### src/rtl/interferometer_pkg.sv
// Shared definitions for the interferometer readout path: FSM state type,
// default frame header and helpers that derive the frame geometry.
package interferometer_pkg;

  typedef enum logic [2:0] {
    ST_IDLE,
    ST_HDR0,
    ST_HDR1,
    ST_SEQ,
    ST_DATA,
    ST_CSUM
  } readout_state_t;

  localparam logic [15:0] SYNC_WORD_DEFAULT = 16'hA55A;

  // Number of distinct input pairs correlated by the bank.
  function automatic int num_correlators(input int n);
    return n * (n - 1) / 2;
  endfunction

  // Payload bytes in one frame: every count word (single inputs plus pairs),
  // each res bits wide. Header, sequence and checksum bytes are not included.
  function automatic int frame_bytes(input int res, input int n);
    return (n + num_correlators(n)) * res / 8;
  endfunction

endpackage

### src/rtl/frame_byte_mux.sv
// Shadow copy of the counter bank plus a byte selector. The snapshot is taken
// on capture and held for the whole frame; byte i of the frame is bits
// [8*i +: 8], which gives word 0 first and each word least-significant byte first.
module frame_byte_mux
  import interferometer_pkg::*;
#(
  parameter int RESOLUTION = 16,
  parameter int WORDS      = 36,
  localparam int DATA_BYTES = WORDS * RESOLUTION / 8,
  localparam int IDX_W      = $clog2(DATA_BYTES)
) (
  input  logic                        clk,
  input  logic                        reset,
  input  logic                        capture,
  input  logic [RESOLUTION*WORDS-1:0] frame_data,
  input  logic [IDX_W-1:0]            byte_index,
  output logic [7:0]                  byte_data
);

  logic [RESOLUTION*WORDS-1:0] shadow;

  // Snapshot the counts when a frame is accepted; hold them otherwise.
  always_ff @(posedge clk) begin
    if (reset) begin
      shadow <= '0;
    end else if (capture) begin
      shadow <= frame_data;
    end
  end

  // Pick the current byte out of the snapshot.
  always_comb begin
    byte_data = shadow[{byte_index, 3'b000} +: 8];
  end

endmodule

### src/rtl/correlator_readout_scheduler.sv
// Readout scheduler for the correlator/counter bank. Each accepted integration
// strobe snapshots the counts, pulses clear_counters and streams the frame
// A5 5A <seq> <data bytes> [<xor checksum>] over a valid/ready byte handshake.
// Optional checksum byte: define READOUT_CHECKSUM_EN.
module correlator_readout_scheduler
  import interferometer_pkg::*;
#(
  parameter int          RESOLUTION = 16,
  parameter int          NUM_INPUTS = 8,
  parameter logic [15:0] SYNC_WORD  = SYNC_WORD_DEFAULT,
  localparam int NUM_CORRELATORS = num_correlators(NUM_INPUTS),
  localparam int WORDS           = NUM_INPUTS + NUM_CORRELATORS,
  localparam int DATA_BYTES      = frame_bytes(RESOLUTION, NUM_INPUTS),
  localparam int IDX_W           = $clog2(DATA_BYTES)
) (
  input  logic                        clk,
  input  logic                        reset,
  input  logic                        enable,
  input  logic                        frame_strobe,
  input  logic [RESOLUTION*WORDS-1:0] frame_data,
  output logic                        clear_counters,
  output logic [7:0]                  tx_data,
  output logic                        tx_valid,
  input  logic                        tx_ready,
  output logic                        busy,
  output logic                        overrun,
  output logic [7:0]                  frame_count
);

  localparam logic [IDX_W-1:0] LAST_INDEX = IDX_W'(DATA_BYTES - 1);

  readout_state_t   state;
  readout_state_t   next_state;
  logic [IDX_W-1:0] byte_index;
  logic [7:0]       mux_byte;
  logic             strobe_taken;
  logic             capture;
  logic             drop;
  logic             transfer;
  logic             last_byte;

  assign strobe_taken = frame_strobe & enable;
  assign capture      = strobe_taken & (state == ST_IDLE);
  assign drop         = strobe_taken & (state != ST_IDLE);
  assign transfer     = tx_valid & tx_ready;
  assign last_byte    = (byte_index == LAST_INDEX);
  assign busy         = (state != ST_IDLE);

  frame_byte_mux #(
    .RESOLUTION(RESOLUTION),
    .WORDS     (WORDS)
  ) u_mux (
    .clk       (clk),
    .reset     (reset),
    .capture   (capture),
    .frame_data(frame_data),
    .byte_index(byte_index),
    .byte_data (mux_byte)
  );

`ifdef READOUT_CHECKSUM_EN
  logic [7:0] csum;

  // XOR of the payload bytes, restarted for every captured frame.
  always_ff @(posedge clk) begin
    if (reset) begin
      csum <= '0;
    end else if (capture) begin
      csum <= '0;
    end else if ((state == ST_DATA) && transfer) begin
      csum <= csum ^ mux_byte;
    end
  end
`endif

  // State register.
  always_ff @(posedge clk) begin
    if (reset) begin
      state <= ST_IDLE;
    end else begin
      state <= next_state;
    end
  end

  // Next state and the byte presented to the UART; outputs depend only on
  // registered state, so tx_data cannot move while a byte is stalled.
  always_comb begin
    next_state = state;
    tx_valid   = 1'b0;
    tx_data    = 8'h00;
    case (state)
      ST_IDLE: begin
        if (capture) next_state = ST_HDR0;
      end
      ST_HDR0: begin
        tx_valid = 1'b1;
        tx_data  = SYNC_WORD[15:8];
        if (tx_ready) next_state = ST_HDR1;
      end
      ST_HDR1: begin
        tx_valid = 1'b1;
        tx_data  = SYNC_WORD[7:0];
        if (tx_ready) next_state = ST_SEQ;
      end
      ST_SEQ: begin
        tx_valid = 1'b1;
        tx_data  = frame_count;
        if (tx_ready) next_state = ST_DATA;
      end
      ST_DATA: begin
        tx_valid = 1'b1;
        tx_data  = mux_byte;
        if (tx_ready && last_byte) begin
`ifdef READOUT_CHECKSUM_EN
          next_state = ST_CSUM;
`else
          next_state = ST_IDLE;
`endif
        end
      end
`ifdef READOUT_CHECKSUM_EN
      ST_CSUM: begin
        tx_valid = 1'b1;
        tx_data  = csum;
        if (tx_ready) next_state = ST_IDLE;
      end
`endif
      default: begin
        next_state = ST_IDLE;
      end
    endcase
  end

  // Side pulses, sequence number and payload byte pointer. Any enabled strobe
  // restarts the integration window, even one that is dropped as an overrun.
  always_ff @(posedge clk) begin
    if (reset) begin
      clear_counters <= 1'b0;
      overrun        <= 1'b0;
      frame_count    <= '0;
      byte_index     <= '0;
    end else begin
      clear_counters <= strobe_taken;
      overrun        <= drop;
      if (capture) begin
        frame_count <= frame_count + 8'd1;
        byte_index  <= '0;
      end else if ((state == ST_DATA) && transfer) begin
        byte_index <= last_byte ? '0 : byte_index + 1'b1;
      end
    end
  end

endmodule

### config.mk
export PLATFORM = sky130hd
export DESIGN_NAME = correlator_readout_scheduler
export DESIGN_NICKNAME = d
export VERILOG_FILES = /design/src/rtl/interferometer_pkg.sv /design/src/rtl/frame_byte_mux.sv /design/src/rtl/correlator_readout_scheduler.sv
export SDC_FILE = /design/constraint.sdc
export NUM_CORES = 1
export LEC_CHECK = 0
export ABC_AREA = 1
export CAP_MARGIN = 0
export CORE_AREA = 2 2 232 234
export DETAILED_ROUTE_END_ITERATION = 12
export DIE_AREA = 0 0 234 236
export PLACE_DENSITY = 0.81
export RECOVER_POWER = 100
export SETUP_SLACK_MARGIN = 0.02
export SLEW_MARGIN = 40
export SYNTH_ARGS = -nofsm -noshare
export SYNTH_HDL_FRONTEND = slang
export SYNTH_SLANG_ARGS = --single-unit
### constraint.sdc
create_clock -name clk -period 3.26 [get_ports clk]
set_clock_uncertainty 0.1 [all_clocks]
set_input_delay 0.652 -clock clk [delete_from_list [all_inputs] [get_ports clk]]
set_output_delay 0.652 -clock clk [all_outputs]
set_load 0.005 [all_outputs]
== Word-level counts from Yosys, hierarchy flattened ==
Cells that the tools add are included.
Storage, ports and cells
  word-level logic and storage cells: 39
  input port bits: 581
  output and inout bits: 20
  register bits after elaboration: 596
Cells by class
  bitwise gates (word level): 4
  reduce and logical (&&, ||, !) cells: 7
  muxes and demuxes: 9
  $add $sub $neg: 2
  shift operators: 1
  equality and inequality tests: 10
Operators by type and width (count)
  $shiftx 576x11->8: 1
  $pmux 8 s4: 1
  $mux 3: 5
  $pmux 3 s5: 1
  $ne 2x2->1 const B: 5
  $add 8x1->8 const B: 1
  $add 7x1->7 const B: 1
  $eq 7x7->1 const B: 1
  $mux 7: 1
  $eq 3x2->1 const B: 2
  $reduce_and 5->1: 1
  $and 1x1->1: 4
  $reduce_or 4->1: 1
  $eq 3x1->1 const B: 1
  $eq 3x3->1 const B: 1
  $logic_not 3->1: 1
  $reduce_bool 3->1: 1
  $logic_and 1x1->1: 2
  $reduce_or 2->1: 1
  $mux 1: 1

== Depth between registers and ports, before layout ==
Gate-level depths: netlist of the first run.
  depth after elaboration: 5
  mapped depth: 15
  mapped depth without buffers: 12

== By module ==
A second synthesis of the first run with hierarchy kept.
Second synthesis, totals
  cell total of the unflattened synthesis: 3979
  area total of the unflattened synthesis: 26693.1 sq um
Modules (own cells, without submodules)
  frame_byte_mux: cells an instance 3797, times used 1, area an instance 25507.0 sq um, seq. area each 11531.1 sq um
  correlator_readout_scheduler: cells an instance 182, times used 1, area an instance 1186.1 sq um, seq. area each 400.4 sq um

== Worst setup path before layout of the first run ==
No wires, ideal clock.
  kind: register -> output
  start point: register byte_index[0]
  end point: output port tx_data[2]
  buffers on the path: 4
  data required time: 2.508 ns
  data arrival time: 1.431 ns
  setup slack: 1.077 ns
  stages on the path, launching flop included: 13
  cells stage by stage: dfxtp_1 buf_6 inv_4 buf_6 buf_4 buf_2 a21oi_1 o21ai_0 nand3_1 nand3_1 nand2_1 nand2_1 nand2_1
Between the ends
  cells in the longest elaborated chain, start to end: 2
RTL lines
  start, declared: RTL line correlator_readout_scheduler.sv:34  | logic [IDX_W-1:0] byte_index;
  start signal, assigned: RTL line correlator_readout_scheduler.sv:149  | byte_index <= last_byte ? '0 : byte_index + 1'b1;
  $shiftx 576x11->8: RTL line frame_byte_mux.sv:33  | byte_data = shadow[{byte_index, 3'b000} +: 8];
  $pmux 8 s4: RTL line correlator_readout_scheduler.sv:91  | case (state)
  end, declared: RTL line correlator_readout_scheduler.sv:22  | output logic [7:0] tx_data,
No other way between the ends.

== Worst setup path after layout of the first run ==
  start point: register byte_index[0]
  end point: output port tx_data[5]
Same word-level chain as after synthesis.

==> metrics.csv, run 1 <==
metric,value,unit
timing_max_transition_violations_final,99,
grt.met2_usage,55.7,%
type_of_destination_of_the_critical_path,output pin,
tritoncts_num_sinks,596,
clk_path_buf_depth,3,
io_buffer_count,600,
synth_seq_cells,596,
largest_net_degree_at_the_start_of_global_routing,109,
summed_area_of_non_filler_cells_in_the_final_layout,37100,um^2
grt.met3_usage,5.98,%
groute.usage.overall,35.1,%
post-synth-top-area-fraction,44.2,%
detail_route.wl_per_cell,19.5,um
critical_path_arrival,2.78,ns
clock_tree.root_cell,sky130_fd_sc_hd__clkbuf_16,
yosys.cell_count.top_type,sky130_fd_sc_hd__nand2_1,
hold_viol_final,0,
hold_path.startpoint,u_mux.shadow[470],
htree_levels,2,
clkLatencyLatePin,0.64,ns
crit-reg2reg-launch,state[1],
grt_pass1_wl,151,mm
worst-path-max-fanout,8,
area.growth.synth_to_final,37.5,%
via_count,28800,
critical_path.top_delay_family,buffers and inverters,
drive_gt1_share,8.90,%
ys.flop_type,sky130_fd_sc_hd__dfxtp_1,
slew-limit-headroom,-24.8,%
power.sequential.fraction,41.2,%
drt_wl_total,101,mm
violated_checks,"max-capacitance violations, max-slew violations, negative setup slack",
worst_r2r_path_depth,8,
vdd_ir_drop_max,0.000557,V
timing.hold.worst_path_depth,2,
internal_portion_of_total_power,15.1,mW
power_switching_share,30.8,%
cp-start-kind,flop,
crit_path_top_delay_cell,sky130_fd_sc_hd__dfxtp_4,
first_global_vias,27100,
tns,-2.50,ns
die_h,236,um
p_total,21.9,mW
clkPwrFrac,34.2,%
synth.top_cells.by_area,"sky130_fd_sc_hd__dfxtp_1 44%, sky130_fd_sc_hd__o21ai_0 11%, sky130_fd_sc_hd__a21oi_1 10%",
vias_per_cell,5.57,
post_route_clock_period_utilization,108,%
rows,85,
place_hpwl,69.8,mm
worst_case_setup_margin_in_the_final_layout,-0.271,ns
grt_util_met1,45.7,%
routabilityCongestion,0.939,
cts_made_buffers,60,
tightest_slew,1.87,ns
syn-num-nets,4467,
first_pass_iters,7,
maxClockFrequency,283,MHz
criticalPathCategory,reg2out,
syn_inst,3884,
switchingPower,6.73,mW
postRouteAntennaNets,0,
synth_warnings,0,
timing.critical_path.required,2.51,ns
postPlaceCellArea,33800,um^2
worst_path_largest_cell_delay,0.40,ns
cts_tree,yes,
syn-cell-area,27000,um^2
ios,601,
p_leak,15.0,nW
holdCritPathClass,reg2reg,
die_w,234,um
final.fill_count,4165,
number_of_enable_flip_flop_cells_after_synthesis,0,
powerDensity,589,nW/um^2
post_synth.cell_area_avg,6.95,um^2
final_nets,4982,
unrepaired_setup_endpoints_after_global_routing,yes,
preCtsSetupSlack,-0.108,ns
max-cap-violations,1,
status,"finished, violations left",
number_of_antenna_violations_at_the_first_check_in_global_routing,24,
final_setup_viols,35,
detail_route.drc_violations,0,
rrSetupSlack,-0.12,ns
ys_types,30,
overflow,0,
cp_num_buf_inv,7,
core_region_area,53100,um^2
worst_hold_path.endpoint,u_mux.shadow[470],
drtIter0Drc,3236,
clkSlewWorstSetupHoldPaths,0.06,ns
pwr-share-comb,24.6,%
floorplan.initialDensity,50.9,%
netlist.top_cell.by_area,sky130_fd_sc_hd__dfxtp_1,
finalWorstPathRequiredPeriod,3.53,ns
grt.busiest_layer,met2,
dieArea,55200,um^2
worstPathCellList,"buf_12, buf_12, buf_6, buf_12, buf_4, nand2_1, nand3_1, nand3_2, nand3_1, nand2_1, nand2_1, nand2_2, o21ai_2, buf_6, nand2_4, nand2_2, nand2_2, buf_2",
async_reset_ff_share,0,%
post_synth_most_frequent_cells,"598 x sky130_fd_sc_hd__nand2_1, 596 x sky130_fd_sc_hd__dfxtp_1, 584 x sky130_fd_sc_hd__o21ai_0, 559 x sky130_fd_sc_hd__a21oi_1, 536 x sky130_fd_sc_hd__inv_1",
yosysSeqAreaShare,44.2,%
critical_path.reg2reg.endpoint,u_mux.shadow[33],
holdBufCountCts,0,
[metal layers]
layer	vias up	wire length, um
li1	13700	-
met1	13200	40400
met2	1574	45900
met3	286	9350
met4	10	5130
met5	-	63
[cells in the final DEF (no fill, tap or decap), types with 62 or more instances in the layout]
cell type	Yosys	routed
sky130_fd_sc_hd__clkdlybuf4s50_1	0	589
sky130_fd_sc_hd__inv_1	536	536
sky130_fd_sc_hd__o21ai_0	584	586
sky130_fd_sc_hd__a21oi_1	559	559
sky130_fd_sc_hd__nor2_1	140	141
sky130_fd_sc_hd__dfxtp_1	596	592
sky130_fd_sc_hd__nand2_1	598	549
sky130_fd_sc_hd__nand3_1	443	401
sky130_fd_sc_hd__clkbuf_16	0	62
sky130_fd_sc_hd__buf_4	28	77
[how the worst max path moves through the flow]
stage | start | to | depth (start not counted)
floorplan | byte_index[0] | tx_data[2] | 12
global placement | byte_index[0] | tx_data[1] | 15
detailed placement | byte_index[0] | tx_data[2] | 15
CTS | byte_index[0] | tx_data[5] | 16
global route | byte_index[0] | tx_data[5] | 16
finish | byte_index[0] | tx_data[5] | 18
[state kept, by name, indices dropped and copies added (netlist names)]
signal          count
state               3
u_mux.shadow      576
clear_counters      1
overrun             1
frame_count         8
byte_index          7
[cell type report]
type / count / area (um^2) / area share (%)
sequential: 596 / 11900 / 32.2
multi-input combinational: 2431 / 11800 / 31.8
timing repair buffer: 764 / 8230 / 22.2
inverter: 545 / 2080 / 5.59
clock buffer: 82 / 1710 / 4.62
tap: 696 / 871 / 2.35
clock inverter: 29 / 419 / 1.13
antenna: 21 / 52.6 / 0.142
timing repair inverter: 1 / 8.76 / 0.0236
[kinds of logic after synthesis]
| logic type | count (synthesis) | synth area share [%] |
|---|---|---|
| flops | 596 | 44.2 |
| simple gates | 1198 | 19.1 |
| compound gates | 1231 | 23.2 |
| buf+inv | 857 | 13.5 |
| fa+ha+maj | 2 | 0.0927 |
[power by group through the flow]
stage | Combinational [mW] | Sequential [mW] | Clock [mW]
after floorplan | 3.20 | 9.02 | 0
after global placement | 5.08 | 9.08 | 0
after detailed placement | 5.16 | 9.12 | 0
after CTS | 5.31 | 8.98 | 7.51
after global routing | 5.94 | 9.10 | 7.80
final | 5.38 | 9.00 | 7.48
[per-stage QoR]
stage               utilization (%)  cells  hold slack [ns]
floorplan                         -   3884            0.329
global placement               63.6   4992            0.337
detailed placement             63.6   4992            0.343
CTS                            69.7   5137            0.352
global route                   69.9   5158            0.364
finish                         69.9   5165            0.349
[timing repair]
item / in CTS / in global routing
cloned: 17 / 2
resized for setup: 149 / 18
pin swaps: 84 / 40
setup buffers: 24 / 5
setup endpoints to repair: 8 / 8
[worst reg2reg max path, cell delays in order (launching register included)]
cell and delay (ns):
sky130_fd_sc_hd__dfxtp_1 0.37, sky130_fd_sc_hd__inv_1 0.14, sky130_fd_sc_hd__nand2_2 0.16, sky130_fd_sc_hd__nor2_1 0.10, sky130_fd_sc_hd__inv_2 1.27, sky130_fd_sc_hd__buf_8 0.54
sky130_fd_sc_hd__buf_12 0.26, sky130_fd_sc_hd__o21ai_0 0.19, sky130_fd_sc_hd__a21oi_1 0.18
Power figures use the tool's default switching activity.
==> inputs of run 2 (changes only) <==
--- a/config.mk
+++ b/config.mk
@@ -13,7 +13,7 @@
 export PLACE_DENSITY = 0.81
 export RECOVER_POWER = 100
 export SETUP_SLACK_MARGIN = 0.02
-export SLEW_MARGIN = 40
+export SKIP_LAST_GASP = 1
 export SYNTH_ARGS = -nofsm -noshare
 export SYNTH_HDL_FRONTEND = slang
 export SYNTH_SLANG_ARGS = --single-unit
==> metrics.csv, run 2 (synthesis gave the netlist of run 1 again) <==
metric,value,unit
status,"finished, violations left",
violated_checks,"max-capacitance violations, max-slew violations, negative setup slack",
rows,85,
vdd_ir_drop_max,0.000528,V
first_pass_iters,6,
worst_r2r_path_depth,8,
worst_case_setup_margin_in_the_final_layout,-0.275,ns
powerDensity,589,nW/um^2
max-cap-violations,1,
clkLatencyLatePin,0.63,ns
htree_levels,2,
timing.hold.worst_path_depth,2,
final_nets,4982,
maxClockFrequency,283,MHz
die_h,236,um
drive_gt1_share,8.88,%
clk_path_buf_depth,3,
cp-start-kind,flop,
timing.critical_path.required,2.51,ns
grt_util_met1,45.8,%
top_regs,"u_mux.shadow x576, frame_count x8, byte_index x7",
groute.usage.overall,35.1,%
drtIter0Drc,3100,
final.fill_count,4170,
largest_register_ffs,576,
finalWorstPathRequiredPeriod,3.53,ns
p_total,21.8,mW
grt.met2_usage,55.7,%
area.growth.synth_to_final,37.5,%
postRouteAntennaNets,0,
slew-limit-headroom,-24.9,%
core_region_area,53100,um^2
detail_route.wl_per_cell,19.5,um
critical_path_arrival,2.78,ns
floorplan.initialDensity,50.9,%
die_w,234,um
number_of_antenna_violations_at_the_first_check_in_global_routing,25,
vias_per_cell,5.58,
final_common_cell,sky130_fd_sc_hd__dfxtp_1,
clkSlewWorstSetupHoldPaths,0.06,ns
overflow,0,
p_leak,15.0,nW
grt_pass1_wl,151,mm
clock_tree.root_cell,sky130_fd_sc_hd__clkbuf_16,
post_route_clock_period_utilization,108,%
detail_route.drc_violations,0,
dieArea,55200,um^2
preCtsSetupSlack,-0.108,ns
final_setup_viols,40,
routabilityCongestion,0.939,
most-common-layout-cells,"592 x sky130_fd_sc_hd__dfxtp_1, 589 x sky130_fd_sc_hd__clkdlybuf4s50_1, 586 x sky130_fd_sc_hd__o21ai_0",
holdCritPathClass,reg2reg,
ios,601,
criticalPathCategory,reg2out,
type_of_destination_of_the_critical_path,output pin,
grt.met3_usage,5.94,%
unrepaired_setup_endpoints_after_global_routing,yes,
cts_tree,yes,
io_buffer_count,600,
hold_viol_final,0,
tightest_slew,1.87,ns
largest_net_degree_at_the_start_of_global_routing,109,
timing_max_transition_violations_final,99,
tritoncts_num_sinks,596,
place_hpwl,69.8,mm
rrSetupSlack,-0.11,ns
cts_made_buffers,60,
largest_register,u_mux.shadow,
drt_wl_total,101,mm
worst-path-max-fanout,8,
via_count,28900,
first_global_vias,27000,
grt.busiest_layer,met2,
-- run 2: where the power goes --
part	switching [mW]	internal, mW
Combinational	3.25	2.13
Clock	3.07	4.40
Sequential	0.396	8.61
-- run 2: layout make-up --
class | count | area, um^2 | share of cell area (%)
Tap cell | 696 | 871 | 2.35
Timing Repair Buffer | 764 | 8230 | 22.2
Clock inverter | 29 | 419 | 1.13
Clock buffer | 82 | 1710 | 4.62
Antenna cell | 24 | 60.1 | 0.162
Multi-Input combinational cell | 2431 | 11800 | 31.8
Inverter | 545 | 2080 | 5.59
Sequential cell | 596 | 11900 | 32.2
Timing Repair inverter | 1 | 8.76 | 0.0236
-- run 2: routing by layer --
metal / vias to the layer above / part of all wire, %
met3: 268 / 9.3
li1: 13700 / -
met4: 10 / 4.9
met5: - / 0.062
met2: 1534 / 46
met1: 13300 / 40
-- run 2: timing repair --
action	in CTS	in global routing
pin swaps	83	39
setup buffers	24	5
endpoints found under the hold margin	0	0
hold buffers	0	0
cloned	17	2
endpoints found under the setup margin	8	8
resized for setup	148	17
-- run 2: critical path: stages, from the launching register on --
cell,delay (ns)
sky130_fd_sc_hd__dfxtp_4,0.40
sky130_fd_sc_hd__buf_12,0.12
sky130_fd_sc_hd__buf_12,0.15
sky130_fd_sc_hd__buf_6,0.13
sky130_fd_sc_hd__buf_12,0.11
sky130_fd_sc_hd__buf_4,0.12
sky130_fd_sc_hd__nand2_1,0.06
sky130_fd_sc_hd__nand3_1,0.10
sky130_fd_sc_hd__nand3_2,0.10
sky130_fd_sc_hd__nand3_1,0.10
sky130_fd_sc_hd__nand2_1,0.06
sky130_fd_sc_hd__nand2_1,0.07
sky130_fd_sc_hd__nand2_2,0.07
sky130_fd_sc_hd__o21ai_2,0.15
sky130_fd_sc_hd__buf_6,0.13
sky130_fd_sc_hd__nand2_4,0.04
sky130_fd_sc_hd__nand2_2,0.06
sky130_fd_sc_hd__nand2_2,0.05
sky130_fd_sc_hd__buf_2,0.13
-- run 2: final timing paths --
kind	end	startpoint
hold reg to reg	u_mux.shadow[19]	u_mux.shadow[19]
setup reg to reg	u_mux.shadow[33]	state[1]
hold / removal	u_mux.shadow[19]	u_mux.shadow[19]
setup / recovery	tx_data[5]	byte_index[0]
-- run 2: per-stage QoR --
| step | std cells | hold slack (ns) | TNS [ns] | instance area [um^2] | utilization (%) |
|---|---|---|---|---|---|
| after global routing | 5159 | 0.364 | -46.94 | 37100 | 69.9 |
| after detailed placement | 4992 | 0.343 | -0.224 | 33800 | 63.6 |
| after global placement | 4992 | 0.337 | -0.332 | 33800 | 63.6 |
| final | 5168 | 0.351 | -2.60 | 37100 | 69.9 |
| after floorplan | 3884 | 0.329 | 0 | 27000 | - |
| after CTS | 5137 | 0.352 | -2.19 | 37000 | 69.7 |
